### src/rtl/factorial_pkg.sv
// Shared types and defaults for the iterative factorial engine.
package factorial_pkg;

    localparam int unsigned W_DEF  = 32;
    localparam int unsigned NW_DEF = 8;

    typedef enum logic [1:0] {
        IDLE = 2'd0,
        CALC = 2'd1,
        DONE = 2'd2
    } state_t;

endpackage

### src/rtl/factorial_engine_sat_mul.sv
// W-by-NW unsigned multiply: low W product bits plus a flag for any nonzero upper bits.
module sat_mul #(
    parameter int unsigned W  = 32,
    parameter int unsigned NW = 8
) (
    input  logic [W-1:0]  a,
    input  logic [NW-1:0] b,
    output logic [W-1:0]  lo,
    output logic          ovf
);

    localparam int unsigned PW = W + NW;

    logic [PW-1:0] prod;

    assign prod = PW'(a) * PW'(b);
    assign lo   = prod[W-1:0];
    assign ovf  = |prod[PW-1:W];

endmodule

### src/rtl/factorial_engine.sv
// Sequential n! engine: one multiply per clock, saturating to all-ones on overflow.
module factorial_engine
    import factorial_pkg::*;
#(
    parameter int unsigned W  = W_DEF,
    parameter int unsigned NW = NW_DEF
) (
    input  logic          clk,
    input  logic          rst,
    input  logic          in_valid,
    input  logic [NW-1:0] in_n,
    output logic          in_ready,
    output logic          out_valid,
    input  logic          out_ready,
    output logic [W-1:0]  out_fact,
    output logic          out_ovf,
    output logic          busy
);

    state_t        state, state_next;
    logic [W-1:0]  acc, acc_next;
    logic [NW-1:0] cnt, cnt_next;
    logic          ovf, ovf_next;

    logic [W-1:0]  mul_lo;
    logic          mul_ovf;

    logic          in_ready_next;
    logic          out_valid_next;
    logic          busy_next;
    logic [W-1:0]  out_fact_next;
    logic          out_ovf_next;

    sat_mul #(.W(W), .NW(NW)) u_sat_mul (
        .a   (acc),
        .b   (cnt),
        .lo  (mul_lo),
        .ovf (mul_ovf)
    );

    // State, datapath and registered outputs; reset wins over accept and handoff.
    always_ff @(posedge clk) begin
        if (rst) begin
            state     <= IDLE;
            acc       <= W'(1);
            cnt       <= '0;
            ovf       <= 1'b0;
            in_ready  <= 1'b1;
            out_valid <= 1'b0;
            busy      <= 1'b0;
            out_fact  <= '0;
            out_ovf   <= 1'b0;
        end else begin
            state     <= state_next;
            acc       <= acc_next;
            cnt       <= cnt_next;
            ovf       <= ovf_next;
            in_ready  <= in_ready_next;
            out_valid <= out_valid_next;
            busy      <= busy_next;
            out_fact  <= out_fact_next;
            out_ovf   <= out_ovf_next;
        end
    end

    // Next state and datapath; cnt<=1 ends the product so 0! and 1! both stay at 1.
    always_comb begin
        state_next = state;
        acc_next   = acc;
        cnt_next   = cnt;
        ovf_next   = ovf;
        case (state)
            IDLE: begin
                if (in_valid) begin
                    state_next = CALC;
                    acc_next   = W'(1);
                    cnt_next   = in_n;
                    ovf_next   = 1'b0;
                end
            end
            CALC: begin
                if (cnt > NW'(1)) begin
                    acc_next = mul_lo;
                    ovf_next = ovf | mul_ovf;
                    cnt_next = cnt - NW'(1);
                end else begin
                    state_next = DONE;
                end
            end
            DONE: begin
                if (out_ready) begin
                    state_next = IDLE;
                end
            end
            default: state_next = IDLE;
        endcase
    end

    // Output values for the next cycle, decoded from the next state.
    always_comb begin
        in_ready_next  = 1'b0;
        out_valid_next = 1'b0;
        busy_next      = 1'b1;
        out_fact_next  = '0;
        out_ovf_next   = 1'b0;
        case (state_next)
            IDLE: begin
                in_ready_next = 1'b1;
                busy_next     = 1'b0;
            end
            DONE: begin
                out_valid_next = 1'b1;
                out_fact_next  = ovf_next ? {W{1'b1}} : acc_next;
                out_ovf_next   = ovf_next;
            end
            default: ;
        endcase
    end

endmodule

### config.mk
export PLATFORM = sky130hd
export DESIGN_NAME = factorial_engine
export DESIGN_NICKNAME = d
export VERILOG_FILES = /design/src/rtl/factorial_pkg.sv /design/src/rtl/factorial_engine_sat_mul.sv /design/src/rtl/factorial_engine.sv
export SDC_FILE = /design/constraint.sdc
export NUM_CORES = 1
export LEC_CHECK = 0
export ABC_AREA = 0
export BUFFER_PORTS_ARGS = -buffer_cell sky130_fd_sc_hd__buf_2
export CAP_MARGIN = 20
export CORE_MARGIN = 2
export CORE_UTILIZATION = 50
export CTS_CLUSTER_DIAMETER = 40
export DETAILED_ROUTE_END_ITERATION = 12
export PLACE_DENSITY = 0.75
export SETUP_SLACK_MARGIN = 0.15
export SLEW_MARGIN = 20
export SYNTH_ARGS = -nofsm -noshare
export SYNTH_HDL_FRONTEND = slang
export SYNTH_SLANG_ARGS = --single-unit
export TNS_END_PERCENT = 20
### constraint.sdc
create_clock -name clk -period 7.5 [get_ports clk]
set_input_delay 0.375 -clock clk [delete_from_list [all_inputs] [get_ports clk]]
set_output_delay 0.375 -clock clk [all_outputs]
set_load 0.02 [all_outputs]
== After elaboration in Yosys (flattened, before gate mapping) ==
Index checks and enable logic that the tools add are counted.
Storage, ports and cells
  flip-flop bits (word level): 79
  input bits: 12
  output and inout port bits: 36
  logic and storage cells: 42
Operators by class
  add/subtract/negate cells: 1
  $mul: 1
  order comparisons: 1
  equal/unequal tests: 5
  multiplexer cells: 17
  bitwise operators: 2
  reductions and logical operators: 6
Operator list (number)
  $mux W32: 3
  $pmux W32 S2: 1
  $mul A32 B8 Y40: 1
  $mux W8: 2
  $pmux W8 S2: 1
  $gt A8 B1 Y1 const B: 1
  $reduce_or A8 Y1: 1
  $sub A8 B1 Y8 const B: 1
  $mux W2: 3
  $pmux W2 S3: 1
  $mux W1: 5
  $eq A2 B2 Y1 const B: 2
  $logic_not A2 Y1: 2
  $ne A2 B2 Y1 const B: 2
  $reduce_and A3 Y1: 1
  $eq A2 B1 Y1 const B: 1
  $pmux W1 S2: 1
  $reduce_bool A2 Y1: 1
  $reduce_or A2 Y1: 1
  $not A1 Y1: 1
  $or A1 B1 Y1: 1

== Depth between registers and ports, before layout ==
  depth after elaboration: 6
  mapped depth: 22
  mapped depth without buffers: 19

== Cells and area by module ==
Synthesis repeated with hierarchy kept, for this count alone.
Unflattened totals
  cells, all modules: 1249
  area total of the unflattened synthesis: 11229.5 µm²
Modules (own cells, without submodules)
  sat_mul: times used 1, cells an instance 947, area each 8232.9 µm², seq. area each 0.0 µm²
  factorial_engine: times used 1, cells an instance 302, area each 2996.6 µm², seq. area each 1581.5 µm²

== Least setup slack after synthesis ==
No wires, ideal clock.
  path type: register to register
  from: register cnt[2]
  to: register ovf
  library setup time: 0.133 ns
  arrival time: 4.813 ns
  required time: 7.367 ns
  setup slack: 2.555 ns
  cell stages (with the launch flop): 21
  buffers on the path: 2
  period minus slack after synthesis: 4.945 ns
  cells stage by stage: dfxtp_1 clkbuf_1 clkbuf_1 nand2_1 fa_1 fa_1 inv_1 fa_1 inv_1 fa_1 inv_1 ha_1 a21oi_1 o21ai_2 a211oi_2 a211oi_4 o211a_1 or3_1 a21oi_1 and4_1 a41oi_2
Between the ends
  word-level cells in the longest chain between the ends: 5
  elaborated cells on any way between the ends: 6
  those cells by class: mul: 1; order compare: 1; mux: 2; bitwise: 1; reduce/logical: 1
RTL lines
  start: declaration: line factorial_engine.sv:22  | logic [NW-1:0] cnt, cnt_next;
  start signal: assignment: line factorial_engine.sv:56  | cnt <= cnt_next;
  $mul A32 B8 Y40: line factorial_engine_sat_mul.sv:16  | assign prod = PW'(a) * PW'(b);
  $reduce_or A8 Y1: line factorial_engine_sat_mul.sv:18  | assign ovf = |prod[PW-1:W];
  $or A1 B1 Y1: line factorial_engine.sv:84  | ovf_next = ovf | mul_ovf;
  $mux W1 *: line factorial_engine.sv:82  | if (cnt > NW'(1)) begin
  $pmux W1 S2 *: line factorial_engine.sv:72  | case (state)
  end signal: assignment: line factorial_engine.sv:57  | ovf <= ovf_next;
  end: declaration: line factorial_engine.sv:23  | logic ovf, ovf_next;
Mark *: on every way between the ends. The rest lies on a longest branch, timed or not.
A chain may end at the register's enable or synchronous reset.

== Final worst setup path ==
  from: register cnt[4]
  to: register ovf
Same word-level chain as after synthesis.

==> flow_metrics.tcl <==
set metrics [dict create \
    fin_nets 1513 \
    cpPeakStageDelay_ns 0.81 \
    pwr-share-seq_pct 40.2 \
    intPower_w 0.000760 \
    hold_path_depth 3 \
    place_ws_ns 1.72 \
    synth_fp_nets 1516 \
    r2r_slack_ns 1.62 \
    coreArea_sq_mm 0.0217 \
    switching_share_pct 38.3 \
    cap_violations 0 \
    worstSetupEndpointType "flip-flop" \
    ys.warnings.count 0 \
    start_util_pct 50.6 \
    die_area_sq_mm 0.0232 \
    io_buffers 47 \
    hold_viol_final 0 \
    worst-path-buf-inv 3 \
    cpLargestDelayFamily "adder cells" \
    synthArstFlopShare_pct 0 \
    clockBufferDepth 2 \
    powerDensity_mw_per_mm2 106 \
    grt_pass1_wl_um 46700 \
    ant_nets 0 \
    drv_slew 0 \
    dr.pass1.iters 5 \
    post_cts.repair.setup_buffers 0 \
    p_switching_w 0.000471 \
    synth_cell_types 66 \
    yosys_most_used_dff "dfxtp_1" \
    seq_area_frac_synth_pct 14.4 \
    cp.required_ns 7.77 \
    postRouteWirelength_um 27100 \
    hp-class "in2reg" \
    status "complete, no violations" \
    root_buffer "clkbuf_16" \
    reg2reg_depth 18 \
    path_clk_slew_ns 0.06 \
    routed_via_density 5.67 \
    crit_chain "buf_4, and2_1, fa_1, inv_1, fa_1, fa_1, fa_1, inv_1, ha_1, and3_4, nand2_1, or3_1, a211oi_1, o21ai_1, and3_4, mux2i_1, nand3_1, a41oi_2" \
    clock_latency_ns 0.34 \
    drc_errors 0 \
    max-slew-margin-rel_pct 39.1 \
    diodes 0 \
    ir_worst_vdd_mv 0.120 \
    cts_tree "done" \
    rsz0062_at_grt "false" \
    timing.fmax_mhz 170 \
    cpMostUsedCell "fa_1" \
    r2r_end "ovf" \
    p_clk_share_pct 32.6 \
    h-tree-depth 3 \
    netlist_area_sq_mm 0.0110 \
    wl_per_cell_um 17.5 \
    finalSetupTns_ns 0 \
    grt_max_degree 58 \
    cts_buffers 9 \
    grt_overflow_total 0 \
    final_cell_mix "and2_1 (207), fa_1 (180), inv_1 (163), nor2_1 (98), a21oi_1 (90)" \
    drive_above_1_share_pct 7.92 \
    row_count 54 \
    holdCritStartpoint "in_n[0]" \
    cts_resized 0 \
    grtUsageTotal_pct 24.6 \
    num_vias 8748 \
    seq_area_sq_mm 0.00158 \
    synthCells 1262 \
    period_minus_slack_ns 5.88 \
    syn_to_final_growth_pct 5.63 \
    synth-edff-count 0 \
    grt_pass1_vias 9410 \
    cp.arrival_ns 6.15 \
    place.gp.congestion 1.00 \
    die_x_um 152 \
    synth-seq-cells 79 \
    worstSetupPathType "reg2reg" \
    antenna_found_initial 0 \
    worst_slack_ns 1.62 \
    cts_num_sinks 79 \
    worstMarginPinSlew_ns 0.913 \
    holdPathEnd "cnt[0]" \
    slowest_stage "dfxtp_1" \
    first_iter_violations 632 \
    crit_fanout 20 \
    ios 48 \
    fillerInstances 1948 \
    critPathLaunchType "flip-flop" \
    combPwrFrac_pct 27.2 \
    multi_input_area_sq_mm 0.00846 \
    reg2reg_from "cnt[4]" \
    final_common_cell "and2_1" \
    hold_buffers 0 \
    die_h_um 152 \
    clock_skew_ns 0.00875 \
    hpwlAfterDp_um 20500 \
    min_period_over_period_pct 78.4 \
    setup_viol 0 \
    synth_area_per_cell_sq_um 8.70 \
    p_leak_nw 5.66 \
]
[power by group through the flow]
stage	registers [W]	logic, W	clock network (W)
finish	0.000496	0.000335	0.000401
global route	0.000500	0.000366	0.000425
CTS	0.000495	0.000328	0.000404
detailed placement	0.000504	0.000325	0
global placement	0.000502	0.000319	0
floorplan	0.000466	0.000244	0
[tightest hold or removal path: stages]
cell	delay, ns
buf_2	0.10
nand3_1	0.06
a21oi_1	0.06
[per-stage QoR]
stage                     instance area (sq um)  util (%)  instances  total power (W)  hold WS, ns
after floorplan                           11000         -       1262         0.000711        0.495
after global routing                      11600      53.5       1543          0.00129        0.354
after detailed placement                  11300      52.2       1528         0.000829        0.593
after global placement                    11300      52.2       1528         0.000821        0.589
final                                     11600      53.5       1543          0.00123        0.311
after CTS                                 11600      53.4       1543          0.00123        0.305
[kinds of logic after synthesis]
logic type	synth area share (%)
compound gates	12.4
simple gates	22.0
mux	0.182
flops	14.4
xor+xnor	2.55
fa+ha+maj	39.9
buf+inv	8.57
[final cells by class]
class	instances	share of cell area, %
Inverter	163	5.28
Sequential cell	79	13.6
Multi-Input combinational cell	947	73.0
Timing Repair Buffer	59	2.81
Clock inverter	5	0.302
Clock buffer	10	1.97
Tap cell	280	3.02
[sequential cells by signal (all words and copies together) (netlist names)]
signal / cells
state: 2
acc: 32
busy: 1
out_fact: 32
in_ready: 1
out_ovf: 1
cnt: 8
ovf: 1
out_valid: 1
[per-layer routing]
layer | GRT usage [%] | vias up | wire, um
li1 | - | 3985 | -
met4 | 7.21 | 0 | 723
met1 | 31.8 | 4344 | 11100
met5 | 0 | - | 0
met2 | 43.1 | 358 | 13300
met3 | 3.75 | 61 | 1860
[cell usage after synthesis (all sizes together), types with 4 or more instances]
cell | number | area (sq um)
a211oi | 13 | 125
a21o | 10 | 77.6
a21oi | 93 | 484
a22oi | 5 | 37.5
a31oi | 28 | 175
and2 | 208 | 1300
and3 | 11 | 80.1
buf | 19 | 124
clkbuf | 54 | 205
dfxtp | 79 | 1580
fa | 180 | 3600
ha | 62 | 776
inv | 163 | 612
nand2 | 91 | 357
nand2b | 7 | 43.8
nand3 | 11 | 55.1
nand4 | 7 | 43.8
nor2 | 99 | 374
nor2b | 4 | 25.0
nor3 | 6 | 30.0
nor4 | 4 | 40.0
o211ai | 6 | 45.0
o21ai | 32 | 168
o21bai | 6 | 45.0
or3 | 4 | 25.0
xnor2 | 16 | 140
xor2 | 16 | 140
[how the worst max path moves through the flow]
| stage | start | end | slack, ns | cells past startpoint |
|---|---|---|---|---|
| finish | cnt[4] | ovf | 1.62 | 18 |
| global route | cnt[4] | ovf | 1.41 | 18 |
| CTS | cnt[3] | ovf | 1.67 | 18 |
| detailed placement | cnt[4] | ovf | 1.72 | 17 |
| global placement | cnt[4] | ovf | 1.75 | 18 |
| floorplan | cnt[2] | ovf | 2.55 | 20 |
Power figures use the tool's default switching activity.
